`src/rtl/booth_mult_arbiter.sv`:
```
// Round-robin arbiter that shares one Booth multiplier between four requesters.
// Define ARB_WATCHDOG_EN to add a WAIT timeout that responds with a zero product and timeout_err.
module booth_mult_arbiter #(
    parameter int WIDTH = 16,
    parameter int N_REQ = 4
) (
    input  logic                     Clock,
    input  logic                     Reset_n,
    input  logic [N_REQ-1:0]         req_valid,
    input  logic [N_REQ*WIDTH-1:0]   req_mplier,
    input  logic [N_REQ*WIDTH-1:0]   req_mpcand,
    output logic [N_REQ-1:0]         req_ready,
    output logic [N_REQ-1:0]         rsp_valid,
    output logic [2*WIDTH-1:0]       rsp_product,
    output logic                     mul_start,
    output logic [WIDTH-1:0]         mul_mplier,
    output logic [WIDTH-1:0]         mul_mpcand,
    input  logic                     mul_done,
    input  logic [2*WIDTH-1:0]       mul_product,
    output logic                     busy,
`ifdef ARB_WATCHDOG_EN
    output logic                     timeout_err,
`endif
    output logic [1:0]               grant_id
);

    typedef enum logic [1:0] {IDLE, LAUNCH, WAIT, RESP} state_t;

    state_t               state_q, state_d;
    logic [1:0]           grant_id_q, grant_id_d;
    logic [WIDTH-1:0]     mplier_q, mplier_d;
    logic [WIDTH-1:0]     mpcand_q, mpcand_d;
    logic [2*WIDTH-1:0]   product_q, product_d;
    logic [N_REQ-1:0]     rsp_valid_q, rsp_valid_d;
    logic                 mul_start_q, mul_start_d;
    logic                 busy_q, busy_d;
    logic                 first_wait_q, first_wait_d;
    logic [1:0]           winner;
    logic [1:0]           idx;
`ifdef ARB_WATCHDOG_EN
    localparam logic [4:0] WD_LAST = 5'd30;
    logic [4:0]           wd_cnt_q, wd_cnt_d;
    logic                 timeout_q, timeout_d;
`endif

    // Descending search so the smallest offset from the last grant is assigned last and wins.
    always_comb begin
        winner = grant_id_q;
        idx    = grant_id_q;
        for (int k = N_REQ; k >= 1; k--) begin
            idx = grant_id_q + 2'(k);
            if (req_valid[idx]) winner = idx;
        end
    end

    always_comb begin
        // NOTE: every signal gets a default before the case so no path leaves one unassigned (no latches).
        state_d      = state_q;
        grant_id_d   = grant_id_q;
        mplier_d     = mplier_q;
        mpcand_d     = mpcand_q;
        product_d    = product_q;
        rsp_valid_d  = '0;
        mul_start_d  = 1'b0;
        first_wait_d = 1'b0;
        req_ready    = '0;
`ifdef ARB_WATCHDOG_EN
        wd_cnt_d     = wd_cnt_q;
        timeout_d    = 1'b0;
`endif
        unique case (state_q)
            IDLE: begin
                // req_ready is a same-cycle handshake so a held request transfers on this edge.
                if (|req_valid) begin
                    req_ready[winner] = 1'b1;
                    grant_id_d        = winner;
                    mplier_d          = req_mplier[int'(winner)*WIDTH +: WIDTH];
                    mpcand_d          = req_mpcand[int'(winner)*WIDTH +: WIDTH];
                    mul_start_d       = 1'b1;
                    state_d           = LAUNCH;
                end
            end
            LAUNCH: begin
                first_wait_d = 1'b1;
                state_d      = WAIT;
`ifdef ARB_WATCHDOG_EN
                wd_cnt_d     = '0;
`endif
            end
            WAIT: begin
                // Done is still high from the previous operation during the first WAIT cycle.
                if (!first_wait_q && mul_done) begin
                    product_d              = mul_product;
                    rsp_valid_d[grant_id_q] = 1'b1;
                    state_d                = RESP;
                end
`ifdef ARB_WATCHDOG_EN
                else if (wd_cnt_q == WD_LAST) begin
                    product_d              = '0;
                    rsp_valid_d[grant_id_q] = 1'b1;
                    timeout_d              = 1'b1;
                    state_d                = RESP;
                end else begin
                    wd_cnt_d = wd_cnt_q + 5'd1;
                end
`endif
            end
            RESP: begin
                state_d = IDLE;
            end
            default: begin
                state_d = IDLE;
            end
        endcase
        busy_d = (state_d != IDLE);
    end

    // NOTE: asynchronous active-low reset; sequential state uses non-blocking assignments only.
    always_ff @(posedge Clock or negedge Reset_n) begin
        if (!Reset_n) begin
            state_q      <= IDLE;
            grant_id_q   <= 2'd3;
            mplier_q     <= '0;
            mpcand_q     <= '0;
            product_q    <= '0;
            rsp_valid_q  <= '0;
            mul_start_q  <= 1'b0;
            busy_q       <= 1'b0;
            first_wait_q <= 1'b0;
`ifdef ARB_WATCHDOG_EN
            wd_cnt_q     <= '0;
            timeout_q    <= 1'b0;
`endif
        end else begin
            state_q      <= state_d;
            grant_id_q   <= grant_id_d;
            mplier_q     <= mplier_d;
            mpcand_q     <= mpcand_d;
            product_q    <= product_d;
            rsp_valid_q  <= rsp_valid_d;
            mul_start_q  <= mul_start_d;
            busy_q       <= busy_d;
            first_wait_q <= first_wait_d;
`ifdef ARB_WATCHDOG_EN
            wd_cnt_q     <= wd_cnt_d;
            timeout_q    <= timeout_d;
`endif
        end
    end

    assign rsp_valid   = rsp_valid_q;
    assign rsp_product = product_q;
    assign mul_start   = mul_start_q;
    assign mul_mplier  = mplier_q;
    assign mul_mpcand  = mpcand_q;
    assign busy        = busy_q;
    assign grant_id    = grant_id_q;
`ifdef ARB_WATCHDOG_EN
    assign timeout_err = timeout_q;
`endif

endmodule

```
`config.mk`:
```
export PLATFORM = sky130hd
export DESIGN_NAME = booth_mult_arbiter
export DESIGN_NICKNAME = d
export VERILOG_FILES = /design/src/rtl/booth_mult_arbiter.sv
export SDC_FILE = /design/constraint.sdc
export NUM_CORES = 1
export LEC_CHECK = 0
export BUFFER_PORTS_ARGS = -buffer_cell sky130_fd_sc_hd__buf_2
export CORE_MARGIN = 3
export CORE_UTILIZATION = 45
export DETAILED_ROUTE_END_ITERATION = 7
export PLACE_DENSITY = 0.82
export SYNTH_ARGS = -nofsm -noshare
export SYNTH_HDL_FRONTEND = slang
export SYNTH_SLANG_ARGS = --single-unit
```
`constraint.sdc`:
```
create_clock -name Clock -period 4.3 [get_ports Clock]
set_input_delay 0.86 -clock Clock [delete_from_list [all_inputs] [get_ports Clock]]
set_output_delay 0.86 -clock Clock [all_outputs]
set_load 0.005 [all_outputs]
```
# == After elaboration in Yosys (flattened, before gate mapping) ==
# Index checks and enable logic that the tools add are counted.
# totals
regBits,75
latch_bits,0
mem_bits_rw,0
rom_bits,0
output_inout_bits,76
n_memories,0
# classes
addsub,3
mul,0
div_mod_pow,0
magnitude_cmp,7
n_eq_ne,3
n_shift,2
n_mux,23
bitwise_logic,0
reduce_logical,9
# op_table
cell,count
$shiftx A64 B7 Y16,2
$mux W4,4
$lt A2 B3 Y1 const B,5
$mux W2,5
$mux W1,8
$pmux W2 S4,1
$bmux W1 S2,3
$add A2 B2 Y2 const B,2
$demux W1 S2,2
$eq A2 B2 Y1 const B,2
$ge A2 B1 Y1 const B,2
$reduce_and A2 Y1,2
$reduce_or A4 Y1,1
$logic_and A1 B1 Y1,3
$add A2 B1 Y2 const B,1
$eq A2 B1 Y1 const B,1
$logic_not A2 Y1,1
$reduce_bool A2 Y1,1
$logic_not A1 Y1,1

# == Logic depth before layout (Yosys ltp) ==
# Gate-level depths: netlist of run 1.
# logic_depth
word_depth,12
ltp_mapped,11
depth_no_buf,7

# == Least setup slack after synthesis of run 1 ==
# Ideal clock, no wire load.
# synth_path
kind,flip-flop to output port
start,"register grant_id_q[0], in the netlist grant_id[0]"
end,output port req_ready[0]
arrival_ns,2.176
path_slack_ns,1.264
stages_incl_launch_ff,10
path_buffers,3
path_cell_list,dfstp_2 -> buf_2 -> inv_1 -> ha_1 -> mux2i_1 -> o22ai_1 -> a311oi_2 -> buf_4 -> buf_4 -> and3_1
# synth_via
elab_chain_cells,12
# synth_rtl
element,line_no,source
from (decl),30,"logic [1:0] grant_id_q, grant_id_d;"
from (signal assigned),136,grant_id_q <= grant_id_d;
$add A2 B2 Y2,51,idx = grant_id_q + 2'(k);
$bmux W1 S2,52,if (req_valid[idx]) winner = idx;
$mux W1 (not written as such),52,
$mux W2 (2 in series),52,
$mux W2 (*),52,
$lt A2 B3 Y1 (not written as such) or $ge A2 B1 Y1 (tied branches),75,req_ready[winner] = 1'b1;
$logic_and A1 B1 Y1 (not written as such),75,
$mux W1 (not written as such),75,
$demux W1 S2 (*),75,
$mux W4 (*),74,if (|req_valid) begin
$mux W4 (*),71,unique case (state_q)
to (decl),12,"output logic [N_REQ-1:0] req_ready,"
# Mark *: on every way between the ends. The rest lies on a longest branch, timed or not. The select of a mux whose other input is x is not followed.

# == Worst setup path in the final report of run 1 ==
# Ends and elaborated chain as after synthesis.

==> flow_metrics.env, run 1 <==
export IMPL_route_detailed_vias_per_inst=5.31
export IMPL_crit_path_max_fanout=14
export IMPL_reg2reg_setup_slack_ns=0.60
export IMPL_groute_usage_overall=0.221
export IMPL_antennaDiodeCount=0
export IMPL_cts_sink_count=75
export IMPL_hold_path_endpoint="rsp_product[12]"
export IMPL_achievable_frequency_ghz=0.255
export IMPL_unrepaired_setup_endpoints_after_global_routing="no"
export IMPL_fin_util=0.642
export IMPL_reg2reg_from="grant_id[0]"
export IMPL_placeable_core_region_sq_um=8380
export IMPL_worst_skew_pair_late_latency_ns=0.35
export IMPL_synthDistinctLibCells=37
export IMPL_critical_path_arrival_ns=3.06
export IMPL_worstSetupStartpointType="register"
export IMPL_antenna_violations_before_repair=0
export IMPL_fillCellCount=715
export IMPL_synth_largest_area_cell="dfrtp_1"
export IMPL_post_synth_edffs=0
export IMPL_final_cell_area_sq_um=5380
export IMPL_cellPowerDensity_nw_per_um2=732
export IMPL_die_h_microns=99.8
export IMPL_p_int_mw=2.35
export IMPL_timing_final_setup_violations=0
export IMPL_place_area_sq_um=5190
export IMPL_switching_power_mw=1.59
export IMPL_via_count=3495
export IMPL_layout_worst_path_cycle_share=0.912
export IMPL_worst_ep_required_time_ns=3.44
export IMPL_status="completed"
export IMPL_min_delay_path_depth=1
export IMPL_min_from="rsp_product[12]"
export IMPL_placementRows=33
export IMPL_critical_r2r_capture="mul_mpcand[10]"
export IMPL_grt_max_degree=76
export IMPL_tritoncts="yes"
export IMPL_synth_yosys_warnings=0
export IMPL_io_pins=243
export IMPL_number_of_buffers_created_by_cts=9
export IMPL_hold_class="register to register"
export IMPL_synthArstFlopShare=1.00
export IMPL_post_dp_hpwl_microns=8690
export IMPL_port_buffers=242
export IMPL_synth_seq_area_share=0.474
export IMPL_globalRoute_totalOverflow=0
export IMPL_global_route_wire_length_before_repair_microns=17400
export IMPL_post_synth_inst_count=315
export IMPL_worst_pin_slew_ns=0.934
export IMPL_effective_utilization_at_floorplan=0.473
export IMPL_placement_setup_worst_slack_ns=0.593
export IMPL_route_detailed_drc=0
export IMPL_min_period_ns=3.92
export IMPL_path_class="register to output port"
export IMPL_comb_power_share=0.549
export IMPL_drive_above_1_share=0.584
export IMPL_power_sequential_fraction=0.316
export IMPL_crit_path_end_kind="output port"
export IMPL_r2r_cells=8
export IMPL_cts_root_buffer="clkbuf_8"
export IMPL_avgRoutedWirePerCell_microns=17.1
export IMPL_synth_top_cell_area_share=0.461
export IMPL_timing_slew_headroom=0.377
export IMPL_clk_pwr_share=0.135
export IMPL_max_clock_path_buffers=2
export IMPL_clock_tree_htree_level_count=3
export IMPL_syn2layout_area_growth_pct=35.8
export IMPL_switching_share=0.403
export IMPL_detailedRoute_firstPassIterationCount=4
export IMPL_maxSlewViolCount=0
export IMPL_antenna_left=0
export IMPL_totalWireLength_microns=11300
export IMPL_finClkSkew_ns=0.0141
export IMPL_cell_area_synth_sq_um=3960
export IMPL_timing_setup_tns_ns=0
export IMPL_final_setup_margin_ns=0.378
export IMPL_die_area_sq_um=9970
export IMPL_timing_final_hold_violations=0
export IMPL_syn_area_per_cell_sq_um=12.6
export IMPL_die_width_microns=99.8
export IMPL_finalNetCount=722
export IMPL_post_cts_buffers=0
export IMPL_resized_cells_post_cts=0
export IMPL_netlist_top_cells_area="dfrtp_1, mux2i_1, mux2_2, a221oi_2, nor2_1"
export IMPL_postSynth_topFlopCell="dfrtp_1"
export IMPL_synth_nets=489
export IMPL_number_of_global_route_vias_before_repair=3543
export IMPL_holdBufCountCts=0
export IMPL_max_cap_violations=0
export IMPL_drt_iter0_markers=133
export IMPL_p_leak_nw=2.79
export IMPL_clk_pin_slew_worst_paths_ns=0.10
export IMPL_ys_seq_elements=75
export IMPL_place_gp_congestion=0.945
export IMPL_irDropWorstVdd_mv=0.417
power by group through the flow:
stage | clock network, mW | registers [mW] | logic (mW)
3_3_place_gp | 0 | 1.24 | 2.13
4_1_cts | 0.543 | 1.25 | 2.20
2_1_floorplan | 0 | 1.27 | 1.55
3_5_place_dp | 0 | 1.26 | 2.20
6_report | 0.532 | 1.25 | 2.16
5_1_grt | 0.579 | 1.29 | 2.38
critical path, stage by stage (launching register included):
cell	delay (ns)
dfstp_2	0.68
inv_1	0.10
ha_1	0.39
mux2i_1	0.22
o22ai_1	0.13
a311oi_4	0.78
and3_1	0.28
buf_2	0.13
metrics by stage:
step	total power, mW	std cells	hold WS (ns)
final	3.94	658	0.505
after global routing	4.25	658	0.524
after CTS	3.99	658	0.509
after detailed placement	3.46	642	0.487
after global placement	3.36	642	0.482
after floorplan	2.82	315	0.491
Yosys cell counts (2+ instances only):
cell and n:
a221oi_2 19, o21bai_1 2, buf_12 2, nor3_1 3, inv_1 7, buf_2 8, dfrtp_1 73, buf_4 2
dfstp_2 2, a221oi_1 13, a21oi_1 3, buf_6 4, nor2_1 39, mux2_2 32, o21ai_0 2, mux2i_1 67
clkbuf_1 9, o22ai_1 2, ha_1 7, and2_1 2
cells in the final DEF (no fill, tap or decap), types with 3 or more instances in the layout:
cell / count
buf_2: 241
inv_6: 4
nor3_1: 3
dfrtp_1: 73
clkbuf_8: 9
buf_4: 6
inv_1: 7
a221oi_1: 13
a21oi_1: 3
nor2_1: 39
ha_1: 7
mux2i_1: 67
mux2_2: 32
a221oi_2: 19
metal layers:
layer  share of wire  wire, microns  global-route usage  vias up
met2            0.51           5740               0.379      178
met5               0              0                   0        -
met4           0.016            183              0.0725        0
met1            0.37           4230               0.260     1673
met3           0.099           1120              0.0771       16
li1                -              -                   -     1628
logic make-up (layout without fill, tap and decap cells):
kind of cell,count (synthesis),after routing,share of synthesized area
AOI/OAI and AO/OA,48,48,0.130
adders and majority gates,7,7,0.0221
buffers and inverters,33,271,0.0515
DFF,75,75,0.474
muxes,101,101,0.267
and+or+nand+nor,51,51,0.0546
sequential cells by signal (all words and copies together) (netlist names):
| signal | cells |
|---|---|
| mul_mpcand | 16 |
| mul_mplier | 16 |
| first_wait_q | 1 |
| grant_id | 2 |
| busy | 1 |
| mul_start | 1 |
| rsp_valid | 4 |
| rsp_product | 32 |
| state_q | 2 |
worst max-delay path by stage:
stage,startpoint,depth (start not counted),slack (ns),end
global route,grant_id[0],7,0.18,req_ready[0]
global placement,grant_id[0],8,0.83,mul_mpcand[10]
finish,grant_id[0],7,0.38,req_ready[0]
detailed placement,grant_id[0],8,0.59,mul_mpcand[10]
CTS,grant_id[0],7,0.33,req_ready[0]
floorplan,grant_id[0],9,1.26,req_ready[0]
final cells by class:
type	count	area, sq um	area share
clock buffer	9	124	0.0230
inverter	8	30.0	0.00558
multi-input combinational	207	1900	0.353
timing repair buffer	247	1250	0.233
sequential	75	1880	0.349
tap	105	131	0.0244
clock inverter	7	65.1	0.0121
(Power assumes the default switching activity.)
==> run 2: changes to the inputs <==
--- a/config.mk
+++ b/config.mk
@@ -6,10 +6,13 @@
 export NUM_CORES = 1
 export LEC_CHECK = 0
 export BUFFER_PORTS_ARGS = -buffer_cell sky130_fd_sc_hd__buf_2
+export CELL_PAD_IN_SITES_DETAIL_PLACEMENT = 1
+export CELL_PAD_IN_SITES_GLOBAL_PLACEMENT = 2
 export CORE_MARGIN = 3
-export CORE_UTILIZATION = 45
+export CORE_UTILIZATION = 27
 export DETAILED_ROUTE_END_ITERATION = 7
-export PLACE_DENSITY = 0.82
+export PLACE_DENSITY = 0.84
+export RECOVER_POWER = 25
 export SYNTH_ARGS = -nofsm -noshare
 export SYNTH_HDL_FRONTEND = slang
 export SYNTH_SLANG_ARGS = --single-unit
==> run 2 against run 1 <==
The flow now finishes with violations (max-capacitance violations, max-slew violations). Sequential cell count unchanged. Core utilization shrank 25 points. Clock-buffer cell count increased by 1. Register-to-register slack better by 0.45 ns. Via count is 1.1% higher. Sequential power hardly changed. Combinational power up 2%. Global-route usage fell by 5.9 points. Clock power increased by 31%. Sequential share of layout area fell by 1.2 points. Critical path type unchanged. Critical endpoint unchanged. Largest power group unchanged.
==> flow_metrics.env, run 2 (synthesis gave the netlist of run 1 again) <==
export IMPL_status="finished with violations"
export IMPL_failing_checks="max-capacitance violations, max-slew violations"
export IMPL_detailedRoute_firstPassIterationCount=4
export IMPL_post_cts_buffers=0
export IMPL_fin_hold_ws_ns=0.497
export IMPL_clock_tree_htree_level_count=3
export IMPL_timing_final_setup_violations=0
export IMPL_path_class="register to output port"
export IMPL_timing_setup_tns_ns=0
export IMPL_global_route_wire_length_before_repair_microns=20600
export IMPL_hold_class="register to register"
export IMPL_crit_chain="inv_1, ha_1, mux2i_1, o22ai_1, a311oi_4, and3_1, buf_2"
export IMPL_critical_path_buf_inv_count=2
export IMPL_syn2layout_area_growth_pct=40.5
export IMPL_maxSlewViolCount=76
export IMPL_port_buffers=242
export IMPL_crit_path_end_kind="output port"
export IMPL_stdcell_count=734
export IMPL_antenna_violations_before_repair=0
export IMPL_post_dp_hpwl_microns=9800
export IMPL_layout_worst_path_cycle_share=0.813
export IMPL_p_leak_nw=2.84
export IMPL_multiInputGateArea_sq_um=1900
export IMPL_grt_max_degree=76
export IMPL_drt_iter0_markers=41
export IMPL_fillCellCount=1613
export IMPL_cp_slowest_cell="dfstp_2"
export IMPL_totalWireLength_microns=13200
export IMPL_antenna_left=0
export IMPL_fin_util=0.395
export IMPL_finClkSkew_ns=0.00652
export IMPL_drive_above_1_share=0.585
export IMPL_worst_skew_pair_late_latency_ns=0.33
export IMPL_finalNetCount=724
export IMPL_timing_slew_headroom=-0.300
export IMPL_cts_sink_count=75
export IMPL_critical_r2r_capture="mul_mpcand[4]"
export IMPL_largest_register_ffs=32
export IMPL_worst_pin_slew_ns=1.95
export IMPL_hold_path_endpoint="rsp_product[20]"
export IMPL_groute_usage_overall=0.162
export IMPL_final_seq_area_sq_um=1880
export IMPL_holdBufCountCts=0
export IMPL_number_of_global_route_vias_before_repair=4077
export IMPL_detailroute_wirelength_met3_microns=1210
export IMPL_timing_final_hold_violations=0
export IMPL_globalRoute_totalOverflow=0
export IMPL_io_pins=243
export IMPL_irDropWorstVdd_mv=0.324
export IMPL_die_h_microns=127
export IMPL_crit_path_max_fanout=11
export IMPL_worstSetupStartpointType="register"
export IMPL_cellPowerDensity_nw_per_um2=747
export IMPL_dp_cells=719
export IMPL_unrepaired_setup_endpoints_after_global_routing="no"
export IMPL_resized_cells_post_cts=0
export IMPL_clk_pin_slew_worst_paths_ns=0.06
export IMPL_most_common_layout_cells="buf_2, dfrtp_1, mux2i_1, nor2_1, mux2_2"
export IMPL_critical_path_arrival_ns=2.63
export IMPL_placementRows=43
export IMPL_report_power_total_mw=4.16
export IMPL_avgRoutedWirePerCell_microns=18.0
export IMPL_route_detailed_drc=0
export IMPL_route_detailed_vias_per_inst=4.82
export IMPL_max_clock_path_buffers=2
export IMPL_max_cap_violations=1
export IMPL_via_count=3535
export IMPL_reg2reg_from="grant_id[0]"
export IMPL_tritoncts="yes"
export IMPL_achievable_frequency_ghz=0.286
export IMPL_met2_length_microns=6800
export IMPL_die_area_sq_um=16200
export IMPL_reg2reg_setup_slack_ns=1.05
export IMPL_placeable_core_region_sq_um=14100
export IMPL_antennaDiodeCount=0
export IMPL_mostFrequentLayoutCell="buf_2"
export IMPL_die_width_microns=127
export IMPL_max_stage_delay_ns=0.68
export IMPL_top_layer="met4"
export IMPL_place_gp_congestion=0.821
export IMPL_cts_root_buffer="clkbuf_16"
export IMPL_number_of_buffers_created_by_cts=9
export IMPL_r2r_cells=8
export IMPL_routed_length_on_met1_microns=4950
export IMPL_path_delay_family="flip-flops"
export IMPL_min_from="rsp_product[20]"
export IMPL_effective_utilization_at_floorplan=0.281
export IMPL_min_delay_path_depth=1
export IMPL_worst_ep_required_time_ns=3.44
export IMPL_min_period_ns=3.49
-- run 2: cell types whose count changed in the layout (fill, tap and decap cells not counted), sizes merged --
cell / delta
inv: -6
clkinv: +3
clkbuf: +2
buf: +1
clkinvlp: +1
-- run 2: report_power, final --
| part | internal [mW] | switching, mW | total [mW] | leakage [nW] |
|---|---|---|---|---|
| clock network | 0.400 | 0.299 | 0.699 | 0.130 |
| registers | 1.07 | 0.193 | 1.26 | 0.863 |
| logic | 1.08 | 1.12 | 2.20 | 1.84 |
-- run 2: worst reg2reg max path, delay by kind of cell (launching register included) --
family | cells | cell delay [ns]
AO/OA/AOI/OAI | 3 | 0.85
buffers and inverters | 2 | 0.78
multiplexers | 2 | 0.44
flip-flops | 1 | 0.68
adder cells (fa/ha/maj) | 1 | 0.38
-- run 2: cell type report --
cell class / instances / share of cell area
multi-input cells: 207 / 0.341
repair buffers: 249 / 0.227
clock inverters: 5 / 0.00540
inverters: 8 / 0.00540
flip-flops and latches: 75 / 0.338
clock buffers: 10 / 0.0430
well taps: 180 / 0.0405
-- run 2: per-layer routing --
metal  vias to the layer above  GRT usage
met4                         0     0.0612
met1                      1732      0.173
met2                       166      0.299
met5                         -          0
met3                        17     0.0510
li1                       1620          -
-- run 2: through the flow --
stage	area (sq um)	worst slack [ns]
2_1_floorplan	3960	1.26
3_3_place_gp	5300	1.18
3_5_place_dp	5300	1.04
4_1_cts	5570	0.783
5_1_grt	5560	0.582
6_report	5560	0.806
-- run 2: worst max-delay path by stage --
stage                           endpoint        start  slack (ns)  cells after the start
after detailed placement  mul_mpcand[10]  grant_id[0]        1.04                      8
after global routing        req_ready[0]  grant_id[0]        0.58                      7
final                       req_ready[0]  grant_id[0]        0.81                      7
after global placement     mul_mpcand[6]  grant_id[0]        1.18                      8
after floorplan             req_ready[0]  grant_id[0]        1.26                      9
after CTS                   req_ready[0]  grant_id[0]        0.78                      7
